## src/rtl/ibuf_pkg.sv

```systemverilog
// ibuf_pkg: shared sizes and FSM state type for the instruction buffer controller
package ibuf_pkg;
    localparam int IBUF_DEPTH = 64;
    localparam int IBUF_AW = $clog2(IBUF_DEPTH);
    localparam int FETCH_NUM = 4;
    localparam int DECODE_NUM = 4;
    localparam int TAKE_W = $clog2(DECODE_NUM + 1);
    localparam int FETCH_W = $clog2(FETCH_NUM + 1);
    typedef enum logic {INIT, RUN} ibuf_state_e;
endpackage

```

## src/rtl/instr_buffer_ctrl_if.sv

```systemverilog
// instr_buffer_ctrl_if: fetch/decode/buffer-array signals of the instruction buffer controller
interface instr_buffer_ctrl_if import ibuf_pkg::*; ();
    logic                  fetch_valid;
    logic                  fetch_ready;
    logic                  buf_wr_en;
    logic [IBUF_AW-1:0]    buf_wr_addr;
    logic [IBUF_AW-1:0]    buf_rd_addr;
    logic [DECODE_NUM-1:0] dec_valid;
    logic [TAKE_W-1:0]     dec_take;
    logic                  flush;
    logic [IBUF_AW:0]      occupancy;
    logic                  empty;
    logic                  full;
    modport master (
        output fetch_valid, dec_take, flush,
        input  fetch_ready, buf_wr_en, buf_wr_addr, buf_rd_addr, dec_valid, occupancy, empty, full
    );
    modport slave (
        input  fetch_valid, dec_take, flush,
        output fetch_ready, buf_wr_en, buf_wr_addr, buf_rd_addr, dec_valid, occupancy, empty, full
    );
endinterface

```

## src/rtl/ibuf_ptr.sv

```systemverilog
// ibuf_ptr: wrap-bit pointer with synchronous clear and per-cycle advance amount
module ibuf_ptr import ibuf_pkg::*; #(
    parameter int W = IBUF_AW + 1,
    parameter int AMT_W = TAKE_W
) (
    input  logic             clk,
    input  logic             rst,
    input  logic             clr,
    input  logic [AMT_W-1:0] amt,
    output logic [W-1:0]     ptr
);
    logic [W-1:0] ptr_d, ptr_q;
    always_comb ptr_d = clr ? '0 : ptr_q + W'(amt);
    always_ff @(posedge clk) begin
        if (rst) ptr_q <= '0;
        else ptr_q <= ptr_d;
    end
    assign ptr = ptr_q;
endmodule

```

## src/rtl/instr_buffer_ctrl.sv

```systemverilog
// instr_buffer_ctrl: pointer, occupancy, backpressure and flush control for the fetch-to-decode instruction buffer
module instr_buffer_ctrl import ibuf_pkg::*; (
    input logic               clk,
    input logic               rst,
    instr_buffer_ctrl_if.slave bus
);
    localparam int PW = IBUF_AW + 1;
    ibuf_state_e state_q, state_d;
    logic [PW-1:0]         wr_ptr, rd_ptr, occ;
    logic                  run, ready, wr_en;
    logic [TAKE_W-1:0]     avail, eff_take;
    logic [FETCH_W-1:0]    wr_amt;
    logic [DECODE_NUM-1:0] dec_valid;
    always_comb begin
        state_d = bus.flush ? INIT : RUN;
        run = state_q == RUN;
        occ = wr_ptr - rd_ptr;
        ready = run && occ <= PW'(IBUF_DEPTH - FETCH_NUM);
        avail = !run ? '0 : occ >= PW'(DECODE_NUM) ? TAKE_W'(DECODE_NUM) : TAKE_W'(occ);
        eff_take = bus.flush ? '0 : bus.dec_take > avail ? avail : bus.dec_take;
        wr_en = bus.fetch_valid && ready && !bus.flush;
        wr_amt = wr_en ? FETCH_W'(FETCH_NUM) : '0;
        dec_valid = '0;
        for (int i = 0; i < DECODE_NUM; i++) dec_valid[i] = run && occ > PW'(i);
    end
    always_ff @(posedge clk) begin
        if (rst) state_q <= INIT;
        else state_q <= state_d;
    end
    ibuf_ptr #(.W(PW), .AMT_W(FETCH_W)) u_wr_ptr (
        .clk(clk), .rst(rst), .clr(bus.flush), .amt(wr_amt), .ptr(wr_ptr)
    );
    ibuf_ptr #(.W(PW), .AMT_W(TAKE_W)) u_rd_ptr (
        .clk(clk), .rst(rst), .clr(bus.flush), .amt(eff_take), .ptr(rd_ptr)
    );
    assign bus.fetch_ready = ready;
    assign bus.buf_wr_en = wr_en;
    assign bus.buf_wr_addr = wr_ptr[IBUF_AW-1:0];
    assign bus.buf_rd_addr = rd_ptr[IBUF_AW-1:0];
    assign bus.dec_valid = dec_valid;
    assign bus.occupancy = occ;
    assign bus.empty = occ == '0;
    assign bus.full = occ == PW'(IBUF_DEPTH);
    over_take_a: assert property (@(posedge clk) disable iff (rst) !(run && !bus.flush && bus.dec_take > avail));
endmodule

```

## src/flat_wrapper.sv

```systemverilog
// flat-port wrapper written by rule: the top's interface ports become plain ports
module instr_buffer_ctrl_flat import ibuf_pkg::*;
  (clk, rst, bus_fetch_valid, bus_dec_take, bus_flush, bus_fetch_ready, bus_buf_wr_en, bus_buf_wr_addr, bus_buf_rd_addr, bus_dec_valid, bus_occupancy, bus_empty, bus_full);
  instr_buffer_ctrl_if bus_i ();
  input logic clk;
  input logic rst;
  input wire logic [$bits(bus_i.fetch_valid)-1:0] bus_fetch_valid;
  input wire logic [$bits(bus_i.dec_take)-1:0] bus_dec_take;
  input wire logic [$bits(bus_i.flush)-1:0] bus_flush;
  output wire logic [$bits(bus_i.fetch_ready)-1:0] bus_fetch_ready;
  output wire logic [$bits(bus_i.buf_wr_en)-1:0] bus_buf_wr_en;
  output wire logic [$bits(bus_i.buf_wr_addr)-1:0] bus_buf_wr_addr;
  output wire logic [$bits(bus_i.buf_rd_addr)-1:0] bus_buf_rd_addr;
  output wire logic [$bits(bus_i.dec_valid)-1:0] bus_dec_valid;
  output wire logic [$bits(bus_i.occupancy)-1:0] bus_occupancy;
  output wire logic [$bits(bus_i.empty)-1:0] bus_empty;
  output wire logic [$bits(bus_i.full)-1:0] bus_full;
  assign bus_i.fetch_valid = bus_fetch_valid;
  assign bus_i.dec_take = bus_dec_take;
  assign bus_i.flush = bus_flush;
  assign bus_fetch_ready = bus_i.fetch_ready;
  assign bus_buf_wr_en = bus_i.buf_wr_en;
  assign bus_buf_wr_addr = bus_i.buf_wr_addr;
  assign bus_buf_rd_addr = bus_i.buf_rd_addr;
  assign bus_dec_valid = bus_i.dec_valid;
  assign bus_occupancy = bus_i.occupancy;
  assign bus_empty = bus_i.empty;
  assign bus_full = bus_i.full;
  instr_buffer_ctrl u_core (.clk(clk), .rst(rst), .bus(bus_i));
endmodule
```

## config.mk

```make
export PLATFORM = sky130hd
export DESIGN_NAME = instr_buffer_ctrl_flat
export DESIGN_NICKNAME = d
export VERILOG_FILES = /design/src/rtl/ibuf_pkg.sv /design/src/rtl/instr_buffer_ctrl_if.sv /design/src/rtl/ibuf_ptr.sv /design/src/rtl/instr_buffer_ctrl.sv /design/src/flat_wrapper.sv
export SDC_FILE = /design/constraint.sdc
export NUM_CORES = 1
export LEC_CHECK = 0
export ABC_CLOCK_PERIOD_IN_PS = 5900
export CAP_MARGIN = 0
export CORE_MARGIN = 2
export CORE_UTILIZATION = 62
export DETAILED_ROUTE_END_ITERATION = 8
export DONT_BUFFER_PORTS = 1
export GPL_TIMING_DRIVEN = 1
export PLACE_DENSITY_LB_ADDON = 0.08
export RECOVER_POWER = 100
export SYNTH_ARGS = -nofsm -noshare
export SYNTH_HDL_FRONTEND = slang
export SYNTH_SLANG_ARGS = --single-unit
```

## constraint.sdc

```tcl
create_clock -name clk -period 5.9 [get_ports clk]
set_clock_uncertainty 0.2 [all_clocks]
set_input_delay 0.295 -clock clk [delete_from_list [all_inputs] [get_ports clk]]
set_output_delay 0.295 -clock clk [all_outputs]
set_load 0.02 [all_outputs]
```

# After elaboration in Yosys (flattened, before gate mapping)

Cells that the tools add are included.

Register bits after elaboration: 15
Bits in latches: 0
Bits in writable memories: 0
Memory bits (read-only): 0
Bits of input ports: 7
Output and inout port bits: 27
Word-level logic and storage cells: 30
Memories: 0

Add/subtract/negate cells: 3
Multipliers: 0
Divide/modulo/power cells: 0
Order comparisons: 7
Equality and inequality tests: 1
Shifts and indexed selects: 0
Muxes and demuxes: 6
Bitwise operators: 0
Reductions and logical operators: 10

Operators by type and width:

| cell                                                                            | count |
|---|---|
| 3-bit 2-to-1 mux                                                                | 5 |
| 7-bit by 3-bit adder with 7-bit output                                          | 2 |
| 7-bit by 1-bit greater-than comparator with 1-bit output, second input constant | 2 |
| 7-bit by 2-bit greater-than comparator with 1-bit output, second input constant | 2 |
| 7-bit equality test, second input constant                                      | 1 |
| 7-bit by 3-bit >= comparator with 1-bit output, second input constant           | 1 |
| 7-bit by 6-bit <= comparator with 1-bit output, second input constant           | 1 |
| 1-bit logical AND                                                               | 7 |
| 7-bit zero test                                                                 | 1 |
| 7-bit subtractor                                                                | 1 |
| 3-bit greater-than comparator                                                   | 1 |
| 2-bit OR reduction                                                              | 1 |
| 1-bit zero test                                                                 | 1 |
| 1-bit 2-to-1 mux                                                                | 1 |

# Logic depth before layout (Yosys ltp)

Depth after elaboration: 8
Mapped depth: 21
Gate-level depth less buffers: 20

# By module

A second synthesis with hierarchy kept.

Cells, all modules: 166
Area, all modules: 1351.3 um^2

By module, submodules not included:

| module            | times used | cells each | area each (um^2) | sequential area each (um^2) |
|---|---|---|---|---|
| ibuf_ptr          | 2          | 38         | 359.1            | 140.1 |
| instr_buffer_ctrl | 1          | 90         | 633.1            | 20.0 |

# Worst setup path after synthesis

OpenSTA, ideal clock, no wires.

Kind: register to register
Start: reg u_core.u_rd_ptr.ptr_q[0] (netlist: u_core.u_rd_ptr.ptr[0])
End: reg u_core.u_rd_ptr.ptr_q[6] (netlist: u_core.u_rd_ptr.ptr[6])
Library setup time: 126 ps
Arrival: 4137 ps
Required time: 5574 ps
Setup slack: 1437 ps
Stages on the path, launching flop included: 22
Buffers on the path: 1
Period minus slack after synthesis: 4463 ps
Cells stage by stage: dfxtp_1 -> inv_1 -> ha_1 -> a211oi_1 -> nor2_1 -> xor2_1 -> nor4_2 -> buf_4 -> nand4_1 -> ha_1 -> nor2b_1 -> o21ai_0 -> a21oi_1 -> and2_1 -> a32o_1 -> ha_1 -> fa_1 -> a21oi_1 -> nor2_1 -> nand3_1 -> xor2_1 -> nor2_1

Cells in the longest elaborated chain, start to end: 8

Ends and longest elaborated chain:

| element                                          | RTL line                | source |
|---|---|---|
| start, declared                                  | ibuf_ptr.sv:12          | `logic [W-1:0] ptr_d, ptr_q;` |
| start signal, assigned                           | ibuf_ptr.sv:16          | `else ptr_q <= ptr_d;` |
| 7-bit subtractor *                               | instr_buffer_ctrl.sv:17 | `occ = wr_ptr - rd_ptr;` |
| net bus_occupancy[4]                             | flat_wrapper.sv:15      | `output wire logic [$bits(bus_i.occupancy)-1:0] bus_occupancy;` |
| 7-bit by 3-bit >= comparator with 1-bit output * | instr_buffer_ctrl.sv:19 | `avail = !run ? '0 : occ >= PW'(DECODE_NUM) ? TAKE_W'(DECODE_NUM) : TAKE_W'(occ);` |
| 3-bit 2-to-1 mux * (2 in a row)                  | instr_buffer_ctrl.sv:19 |  |
| 3-bit greater-than comparator                    | instr_buffer_ctrl.sv:20 | `eff_take = bus.flush ? '0 : bus.dec_take > avail ? avail : bus.dec_take;` |
| 3-bit 2-to-1 mux * (2 in a row)                  | instr_buffer_ctrl.sv:20 |  |
| 7-bit by 3-bit adder with 7-bit output *         | ibuf_ptr.sv:13          | `always_comb ptr_d = clr ? '0 : ptr_q + W'(amt);` |

Mark *: on every way through the listed nets, which the timed path passes. The rest lies on a longest branch.
A chain may end at the register's enable or synchronous reset.

# Worst setup path in the final report

Start: reg u_core.u_rd_ptr.ptr_q[2] (netlist: u_core.u_rd_ptr.ptr[2])
End: reg u_core.u_rd_ptr.ptr_q[6] (netlist: u_core.u_rd_ptr.ptr[6])

Same word-level chain as after synthesis.

==> impl_metrics.yaml <==
status:
  outcome: "complete, no violations"
finish:
  final_cell_mix: "16 x ha_1, 15 x inv_1, 14 x nor2_1"
  num-nets-final: 161
  layout_commonest_cell: "ha_1"
  fin_area_mm2: 0.00115
  area_growth_pct: -3.67
  drive_above_1_share: 0.0662
  diodes: 0
  fill_cells: 172
detailed_routing:
  detail-route-antenna-nets: 0
  drtPass1Iterations: 4
  drcViolationCount: 0
  wire_per_inst_um: 14.5
  drt-total-wl_mm: 2.33
  viasPerCell: 5.78
  dr.first_iter.drc_count: 25
  num_vias: 930
synth:
  synth_ff_type: "dfxtp_1"
  ys_seq_area_frac: 0.218
  synthArstFlopShare: 0
  synth_area_mm2: 0.00119
  avgSynthCellArea_um2: 8.24
  ys_warn_count: 0
  synth-edff-count: 0
  yosysUniqueCellTypes: 36
  synth-seq-cells: 13
  syn_inst: 145
global_route:
  grt_pass1_wl_mm: 3.51
  grt_pass1_vias: 828
  grt.total_usage: 0.229
  grt_max_degree: 13
  antenna_found_initial: 0
  grt_overflow: 0
power_and_ir_drop:
  p_leak_uw: 0.000501
  vdd_drop_max_uv: 130
  power_uw: 220
  cellPowerDensity_mw_per_mm2: 191
sta:
  slew_violations: 0
  fmax_mhz: 184
  fin_tns_setup_ns: 0
  hold_violations: 0
  fin_ws_ns: 0.469
  finalCritPeriodShare: 0.921
  period_minus_slack_ns: 5.43
  max-slew-margin-rel: 0.406
  setup-violations-final: 0
  rsz0062_at_grt: "no"
  worst-slew-pin-transition_ns: 0.892
die:
  core_mm2: 0.00176
  rows: 15
  die-area_mm2: 0.00229
  die_y_um: 47.9
  die_w_um: 47.9
  initial_core_util: 0.677
  pin_count: 34
cts:
  cts_sinks: 13
  ctsResizeCount: 0
  cts_buffers: 3
  h-tree-depth: 1
  path_clk_slew_ns: 0.08
  ctsRootBufferMaster: "clkbuf_4"
  post_cts_buffers: 0
  max-clock-path-buffers: 2
  clk_latency_ns: 0.28
  ctsHoldBuffers: 0
  cts_tree: "built"
place:
  post_dp_cell_area_mm2: 0.00113
  port_buffers: 0
  gp_congestion: 0.894
  detailed_place_hpwl_mm: 1.91
  post-place-ws_ns: 0.475
critical_path:
  endpoint_kind: "register"
  crit_arrival_ns: 5.41
  critPathKind: "register to register"
  worst_setup_path_start_kind: "register"
  crit_path_max_fanout: 11
  crit_required_ns: 5.88
job:
  cap_violations: 0
hold_path:
  hp-class: "input pin to register"
-- path summary, 6_finish.rpt --
check,from,cells past startpoint,slack (ns),end
setup / recovery,u_core.u_rd_ptr.ptr[2]$_SDFF_PP0_,20,0.47,u_core.u_rd_ptr.ptr[6]$_SDFF_PP0_
hold / removal,rst,2,0.09,u_core.u_wr_ptr.ptr[4]$_SDFF_PP0_
setup reg to reg,u_core.u_rd_ptr.ptr[2]$_SDFF_PP0_,20,0.47,u_core.u_rd_ptr.ptr[6]$_SDFF_PP0_
hold reg to reg,u_core.u_rd_ptr.ptr[6]$_SDFF_PP0_,2,0.37,u_core.u_rd_ptr.ptr[6]$_SDFF_PP0_
-- sequential cells by signal (all words and copies together), names as in the netlist --
register	cells
u_core.u_wr_ptr.ptr	5
u_core.run	1
u_core.u_rd_ptr.ptr	7
-- power breakdown --
part / internal [µW] / switching (µW) / total (µW)
Combinational: 21.5 / 52.2 / 73.7
Sequential: 89.0 / 2.56 / 91.6
Clock: 26.3 / 28.3 / 54.5
Total: 137 / 83.1 / 220
-- cells by family after synthesis --
logic type	Yosys count	synth area share
and+or+nand+nor	44	0.198
buffers and inverters	31	0.141
AOI/OAI and AO/OA	25	0.147
adders and majority gates	17	0.184
xor gates and xnor gates	14	0.109
DFF	13	0.218
other	1	0.00314
-- through the flow --
step,utilization,instances,hold slack [ns]
floorplan,-,146,0.299
detailed placement,0.642,157,0.358
CTS,0.657,161,0.0897
global placement,0.642,157,0.315
finish,0.652,161,0.0929
global route,0.652,161,0.114
-- cell type report --
| cell class | count | area [µm²] | area share |
|---|---|---|---|
| well taps | 25 | 31.3 | 0.0272 |
| flip-flops and latches | 13 | 260 | 0.226 |
| multi-input cells | 102 | 769 | 0.668 |
| repair buffers | 2 | 7.51 | 0.00652 |
| inverters | 15 | 56.3 | 0.0489 |
| clock buffers | 4 | 26.3 | 0.0228 |
-- cells in the mapped netlist, types with 3 or more instances --
master   instances  share of area
ha_1            16           0.17
inv_1           15          0.047
buf_4           14          0.088
nor2_1          14          0.044
dfxtp_1         13           0.22
xnor2_1          8          0.059
and2_1           6          0.031
a21oi_1          5          0.021
xor2_1           5          0.037
a31oi_1          4          0.021
nand2_1          4          0.013
nand3_1          4          0.017
o21ai_0          4          0.017
nor3_1           3          0.013
-- layer usage --
metal	vias up	routed length, µm	part of all wire	global-route usage
met5	-	0	0	0
met4	0	25	0.011	0.0703
met3	5	189	0.081	0.0717
met2	33	1100	0.47	0.389
met1	430	1020	0.44	0.276
li1	462	-	-	-
-- worst max-delay path, cell delays in order, from the launching register on --
cell       delay [ns]
dfxtp_1          0.49
inv_1            0.09
ha_1             0.37
nor3b_1          0.42
o2bb2ai_2        0.14
xnor2_2          0.25
nor4_2           0.77
nand4_1          0.18
ha_1             0.32
nor2b_1          0.13
o21ai_0          0.19
a21oi_1          0.15
and2_0           0.18
a32o_1           0.25
ha_1             0.21
fa_1             0.42
a21oi_1          0.16
nor2_1           0.08
nand3_1          0.11
xor2_1           0.16
nor2_1           0.05
(Power assumes the default switching activity.)
